**config.mk**
```make
export PLATFORM = sky130hd
export DESIGN_NAME = uart_rx
export DESIGN_NICKNAME = d
export VERILOG_FILES = /design/src/rtl/uart_rx.sv
export SDC_FILE = /design/constraint.sdc
export NUM_CORES = 1
export LEC_CHECK = 0
export ABC_AREA = 0
export BUFFER_PORTS_ARGS = -buffer_cell sky130_fd_sc_hd__clkbuf_2
export CORE_UTILIZATION = 44
export CTS_CLUSTER_DIAMETER = 60
export DETAILED_ROUTE_END_ITERATION = 16
export SYNTH_ARGS = -nofsm -noshare
export SYNTH_HDL_FRONTEND = slang
export SYNTH_SLANG_ARGS = --single-unit
```
**constraint.sdc**
```tcl
create_clock -name clock_i -period 5 [get_ports clock_i]
set_input_delay 0.75 -clock clock_i [delete_from_list [all_inputs] [get_ports clock_i]]
set_output_delay 0.75 -clock clock_i [all_outputs]
set_load 0.02 [all_outputs]
```
**src/rtl/uart_rx.sv**
```systemverilog
// uart_rx: 8N1 serial receiver (LSB first, idle-high), byte strobe plus framing-error strobe.
// Latency: 2-cycle input synchronizer; valid_o/frame_err_o pulse the cycle after the mid-stop sample.
// Backpressure: none -- consumer must capture data_o on valid_o; a new byte simply overwrites it.
// Optional: define UART_RX_MAJORITY_EN to take each mid-bit sample as a 3-sample majority vote.
module uart_rx #(
    parameter int CLOCKS_PER_BAUD = 104
) (
    input  logic       clock_i,
    input  logic       reset_n_i,
    input  logic       rx_i,
    output logic [7:0] data_o,
    output logic       valid_o,
    output logic       frame_err_o,
    output logic       busy_o
);

    localparam int CW = $clog2(CLOCKS_PER_BAUD);
    localparam logic [CW-1:0] HALF_LOAD = CW'(CLOCKS_PER_BAUD / 2 - 1);
    localparam logic [CW-1:0] FULL_LOAD = CW'(CLOCKS_PER_BAUD - 1);

    typedef enum logic [2:0] {
        S_IDLE,
        S_START,
        S_DATA,
        S_STOP,
        S_BREAK
    } state_t;

    state_t          r_state;
    logic            r_sync1;
    logic            r_sync2;
    logic [CW-1:0]   r_cnt;
    logic [2:0]      r_idx;
    logic [7:0]      r_shift;
    logic [7:0]      r_data;
    logic            r_valid;
    logic            r_ferr;

    logic            w_rx_s;
    logic            w_bit;
    logic            w_sample;

    // Two-flop synchronizer; resets to the idle-high line level
    always_ff @(posedge clock_i or negedge reset_n_i) begin
        if (!reset_n_i) begin
            r_sync1 <= 1'b1;
            r_sync2 <= 1'b1;
        end else begin
            r_sync1 <= rx_i;
            r_sync2 <= r_sync1;
        end
    end

    assign w_rx_s = r_sync2;

`ifdef UART_RX_MAJORITY_EN
    logic [1:0] r_hist;

    // Previous two rx_s values, so the vote spans t-2, t-1 and t with no added latency
    always_ff @(posedge clock_i or negedge reset_n_i) begin
        if (!reset_n_i) begin
            r_hist <= 2'b11;
        end else begin
            r_hist <= {r_hist[0], w_rx_s};
        end
    end

    assign w_bit = (r_hist[1] & r_hist[0]) | (r_hist[1] & w_rx_s) | (r_hist[0] & w_rx_s);
`else
    assign w_bit = w_rx_s;
`endif

    assign w_sample = (r_cnt == '0);

    // Receive FSM: start qualification, 8 data bits, stop check and break hold-off
    always_ff @(posedge clock_i or negedge reset_n_i) begin
        if (!reset_n_i) begin
            r_state <= S_IDLE;
            r_cnt   <= '0;
            r_idx   <= '0;
            r_shift <= '0;
            r_data  <= '0;
            r_valid <= 1'b0;
            r_ferr  <= 1'b0;
        end else begin
            r_valid <= 1'b0;
            r_ferr  <= 1'b0;
            case (r_state)
                S_IDLE: begin
                    // Start detection always uses the plain synchronized line
                    if (!w_rx_s) begin
                        r_state <= S_START;
                        r_cnt   <= HALF_LOAD;
                    end
                end
                S_START: begin
                    if (w_sample) begin
                        if (w_bit) begin
                            r_state <= S_IDLE;
                        end else begin
                            r_state <= S_DATA;
                            r_cnt   <= FULL_LOAD;
                            r_idx   <= '0;
                        end
                    end else begin
                        r_cnt <= r_cnt - CW'(1);
                    end
                end
                S_DATA: begin
                    if (w_sample) begin
                        r_shift <= {w_bit, r_shift[7:1]};
                        r_cnt   <= FULL_LOAD;
                        r_idx   <= r_idx + 3'd1;
                        if (r_idx == 3'd7) begin
                            r_state <= S_STOP;
                        end
                    end else begin
                        r_cnt <= r_cnt - CW'(1);
                    end
                end
                S_STOP: begin
                    // Leaving at mid-stop gives half a bit of margin for a back-to-back start
                    if (w_sample) begin
                        if (w_bit) begin
                            r_data  <= r_shift;
                            r_valid <= 1'b1;
                            r_state <= S_IDLE;
                        end else begin
                            r_ferr  <= 1'b1;
                            r_state <= S_BREAK;
                        end
                    end else begin
                        r_cnt <= r_cnt - CW'(1);
                    end
                end
                S_BREAK: begin
                    // Wait out a held-low line so it reports a single framing error
                    if (w_rx_s) begin
                        r_state <= S_IDLE;
                    end
                end
                default: begin
                    r_state <= S_IDLE;
                end
            endcase
        end
    end

    assign data_o      = r_data;
    assign valid_o     = r_valid;
    assign frame_err_o = r_ferr;
    assign busy_o      = (r_state != S_IDLE);

endmodule
```
### After elaboration in Yosys (flattened, before gate mapping)

Cells that the tools add are included.

* bits in registers: 33
* output and inout bits: 11
* word-level logic and storage cells: 60

* $add $sub $neg: 2
* eq/ne operators: 14
* mux-type cells: 25
* reductions and logical operators: 10

Operator list (count)
* 2-to-1 mux 7 bit: 5
* 2-to-1 mux 3 bit: 10
* case mux 7 bit (4 select lines): 1
* inequality test 2 bit (second input constant): 8
* case mux 3 bit (5 select lines): 1
* AND reduction 4 bit: 2
* logical NOT 7 bit: 1
* subtractor 7 x 1 -> 7 bit (second input constant): 1
* equality test 3 x 2 -> 1 bit (second input constant): 2
* equality test 3 bit (second input constant): 2
* 2-to-1 mux 1 bit: 6
* case mux 3 bit (2 select lines): 1
* AND reduction 6 bit: 1
* nonzero test 4 bit: 1
* adder 3 x 1 -> 3 bit (second input constant): 1
* equality test 3 x 1 -> 1 bit (second input constant): 1
* logical NOT 3 bit: 1
* inequality test 3 bit (second input constant): 1
* AND reduction 3 bit: 1
* nonzero test 3 bit: 1
* 2-to-1 mux 2 bit: 1
* AND reduction 2 bit: 1
* nonzero test 2 bit: 1

### Depth between registers and ports, before layout

* word-level depth: 4
* mapped depth: 8

### Worst setup path after synthesis

OpenSTA, ideal clock, no wires.

* kind: register -> register
* start point: reg r_cnt[0]
* end point: reg r_shift[2]
* library setup time: 0.125 ns
* arrival: 2.028 ns
* data required time: 4.875 ns
* path slack: 2.847 ns
* cell stages (with the launch flop): 8
* buffers on the path: 2
* period minus slack after synthesis: 2.153 ns
* cell sequence: dfrtp_1 > inv_1 > ha_1 > or4b_1 > buf_2 > or3_4 > buf_6 > mux2_4

* longest elaborated chain between the ends: 2

RTL lines
* start: declaration: RTL line 32 `logic [CW-1:0] r_cnt;`
* start signal: assignment: RTL line 106 `r_cnt <= r_cnt - CW'(1);`
* start signal: assignment: RTL line 118 `r_cnt <= r_cnt - CW'(1);`
* start signal: assignment: RTL line 133 `r_cnt <= r_cnt - CW'(1);`
* logical NOT 7 bit: RTL line 73 `assign w_sample = (r_cnt == '0);`
* AND reduction 2 bit (no line)
* end signal: assignment: RTL line 111 `r_shift <= {w_bit, r_shift[7:1]};`
* end: declaration: RTL line 34 `logic [7:0] r_shift;`

Every way passes these cells.
A chain may end at the register's enable or synchronous reset.

### Worst setup path after layout

* start point: reg r_cnt[0]
* end point: reg r_cnt[6]

* longest elaborated chain between the ends: 3
* elaborated cells on any way between the ends: 9
* those cells by class: add/sub (1); eq/ne (2); mux (4); reduce/logical (2)

RTL lines
* subtractor 7 x 1 -> 7 bit or logical NOT 7 bit (tied branches)
* 2-to-1 mux 7 bit (tied with other cells): RTL line 123 `if (w_sample) begin`
* case mux 7 bit (4 select lines) or AND reduction 4 bit (tied branches)

Parallel ways exist; a longest one is shown, timed or not. The select of a mux whose other input is x is not followed.

==> key figures <==
Timing
  – Hold WS: 361 ps
  – RSZ-0062 raised after global routing: false
  – Tcrit/Tclk final: 0.465
  – Final Hold Vio Count: 0
  – Worst slew pin tran: around 840 ps
  – Maximum clock rate: 430 MHz
  – Setup TNS: 0 ps
  – Maximum clock skew at final layout: roughly 12 ps
  – Setup violators final: 0
  – Rel. slew slack: 0.433
  – Tmin final: around 2300 ps
  – Slew Limit Fails: 0

Floorplanning
  – Die area: between 3000 and 4000 um^2
  – Chip height: about 63 um
  – Initial Util: 0.474
  – Row cnt: 21
  – I/O pin total: 14
  – Core area: 3420 um^2
  – Die W: between 60 and 70 um

Power
  – VDD IR-drop max: approximately 0.15 mV
  – Switching part of the total: 0.205
  – Clock power share: 0.435
  – Comb pwr share: 0.014
  – P_leak: approximately 0.00086 uW
  – P_int: 388 uW
  – Sw power: between 100 and 150 uW
  – Pwr/cell area: 274 nW/um^2
  – Seq pwr share: 0.551

Logic synthesis
  – Syn_nets: 149
  – Share of the yosys chip area belonging to registers: 0.512
  – Synthesis warning total: 0
  – Mapped Area: 1620 um^2
  – Number of synthesized register bits: 33
  – Synth unique cells: 43
  – Avg Cell Area, Syn: 11.4 um^2
  – Synth Instances: 142

Setup path
  – Worst EP required: 5240 ps
  – CP delay by family, top: simple AND/OR/NAND/NOR gates
  – CP Launch Type: register
  – CP Capture Type: register
  – Worst stage delay on the critical path: 690 ps
  – Worst path arrival time: approximately 2600 ps
  – Crit Path Class: reg -> reg
  – Cell at the slowest stage of the critical path: nor4b_1
  – Reg2reg setup slack: between 2000 and 3000 ps
  – Buf+Inv Stages, Crit Path: 1
  – Cell Chain, Critical Path: inv_1, ha_1, nor4b_1, a41oi_1, and3_1, a221o_1
  – Max FO, Critical Path: 6

Run
  – Max Cap Viol: 0

Cells and area
  – Commonest non-fill, non-tap cells in the layout: 31 x dfrtp_1, 13 x clkbuf_2, 10 x o21ai_0, 9 x mux2_2
  – Layout cells sized above 1: 0.292
  – Area Overhead vs Synth: 9.98%
  – Diode count: 0
  – FILL cells: ~330
  – Post-layout nets: 160
  – Most common cell after layout, fill and taps aside: dfrtp_1

Clock network
  – Worst-path clk slew: approximately 110 ps
  – Cts repair resizes: 0
  – CTS tree: yes
  – # clock sinks: 33
  – Htree depth: 2
  – Root buf cell: clkbuf_4
  – Hold buffers post-CTS: 0
  – Latest clock arrival within the worst-skew pair: about 340 ps
  – CTS max path bufs: 2
  – Inserted Clock Buffers: 5
  – Post-CTS Setup Bufs: 0

Routing
  – Detailed-route DRC error count: 0
  – DR WL/cell: 14.9 um
  – Total number of vias: around 1100
  – Initial drt markers: between 50 and 60
  – Antenna Nets Post-Route: 0
  – TritonRoute pass-1 iters: 4
  – Avg Vias per Cell: around 5.7
  – Total wire length: between 2000 and 3000 um

Outcome
  – Status: finished clean

Global routing
  – Grt ovf: 0
  – GRT Resource Usage Total: 0.178
  – First-pass GRT wire length: between 5000 and 6000 um
  – Largest net degree at the start of global routing: 34
  – Initial antenna violation count: 0
  – Vias in the first global route: roughly 1100

Placement
  – Port Buf Inserts: 13
  – Routability cong.: between 0.7 and 0.8
  – Hpwl dp: ~2100 um

Min path
  – Hold crit path type: reg -> reg
## per-stage QoR
stage | cells | power [uW] | cell area (um^2) | setup slack [ps] | utilization
finish | 200 | 488 | 1780 | 2670 | 0.521
global route | 200 | 512 | 1780 | 2410 | 0.521
CTS | 200 | 498 | 1780 | 2650 | 0.521
detailed placement | 192 | 282 | 1690 | 2660 | 0.495
global placement | 192 | 281 | 1690 | 2720 | 0.495
floorplan | 142 | 275 | 1620 | 2850 | -
## logic make-up (layout without fill, tap and decap cells)
logic type               Yosys count  count (layout)  share of synthesized area
AND/OR/NAND/NOR                   35              35                      0.126
AO/OA/AOI/OAI                     34              34                      0.139
flip-flops                        33              33                      0.512
multiplexers                      18              18                      0.137
buffers and inverters             17              29                     0.0495
adder cells (fa/ha/maj)            4               4                     0.0309
XOR/XNOR                           1               1                    0.00541
## power groups by stage
| stage | registers (uW) | logic, uW | clock network [uW] |
|---|---|---|---|
| 5_1_grt | 269 | 8.48 | 234 |
| 4_1_cts | 269 | 7.47 | 221 |
| 2_1_floorplan | 274 | 1.27 | 0 |
| 6_report | 269 | 6.89 | 212 |
| 3_5_place_dp | 274 | 7.45 | 0 |
| 3_3_place_gp | 274 | 7.18 | 0 |
## sequential cells by signal, indices dropped and copies added, names as in the netlist
| register | count |
|---|---|
| data_o | 8 |
| frame_err_o | 1 |
| r_cnt | 7 |
| r_idx | 3 |
| r_shift | 8 |
| r_state | 3 |
| r_sync1 | 1 |
| r_sync2 | 1 |
| valid_o | 1 |
## area by class of cell
cell class / instances / area, um^2 / area share
sequential: 33 / 828 / 0.466
multi-input combinational: 92 / 709 / 0.399
timing repair buffer: 13 / 65.1 / 0.0366
tap: 46 / 57.6 / 0.0323
clock buffer: 6 / 51.3 / 0.0288
clock inverter: 2 / 37.5 / 0.0211
inverter: 8 / 30.0 / 0.0169
## synthesized netlist by cell type (all sizes together)
cell type	count	area (um^2)
a21o	1	7.51
a21oi	8	40.0
a221o	1	10.0
a221oi	1	8.76
a22oi	1	7.51
a31o	1	8.76
a31oi	1	6.26
a32o	1	10.0
a41oi	1	8.76
and3	3	18.8
buf	3	27.5
clkbuf	6	22.5
dfrtp	31	776
dfstp	2	52.6
ha	4	50.1
inv	8	30.0
mux2	15	191
mux2i	3	30.0
nand2	3	11.3
nand2b	2	12.5
nand3	2	10.0
nand3b	1	7.51
nand4	1	6.26
nor2	6	22.5
nor2b	1	6.26
nor3	3	15.0
nor3b	1	7.51
nor4	3	18.8
nor4b	1	8.76
o21a	2	15.0
o21ai	10	50.1
o21bai	1	7.51
o221a	2	22.5
o22ai	1	6.26
o31ai	1	7.51
o32ai	1	8.76
or2	3	18.8
or3	4	30.0
or4b	1	10.0
xnor2	1	8.76
## routing by layer
metal / track usage / routed length [um] / vias to the layer above
li1: - / - / 536
met1: 0.227 / 1400 / 566
met2: 0.270 / 1370 / 34
met3: 0.0474 / 135 / 8
met4: 0.105 / 65 / 0
met5: 0 / 0 / -
## worst paths after layout
path,to,from,cells after the start
max in group asynchronous,r_cnt[3]$_DFFE_PN0P_,reset_n_i,1
worst max-delay path,r_cnt[6]$_DFFE_PN0P_,r_cnt[0]$_DFFE_PN0P_,6
min in group asynchronous,data_o[2]$_DFFE_PN0P_,reset_n_i,1
worst max register to register,r_cnt[6]$_DFFE_PN0P_,r_cnt[0]$_DFFE_PN0P_,6
worst min register to register,r_sync2$_DFF_PN1_,r_sync1$_DFF_PN1_,0
worst min-delay path,r_sync2$_DFF_PN1_,r_sync1$_DFF_PN1_,0
Note: power is estimated with default switching activity, not from simulation.
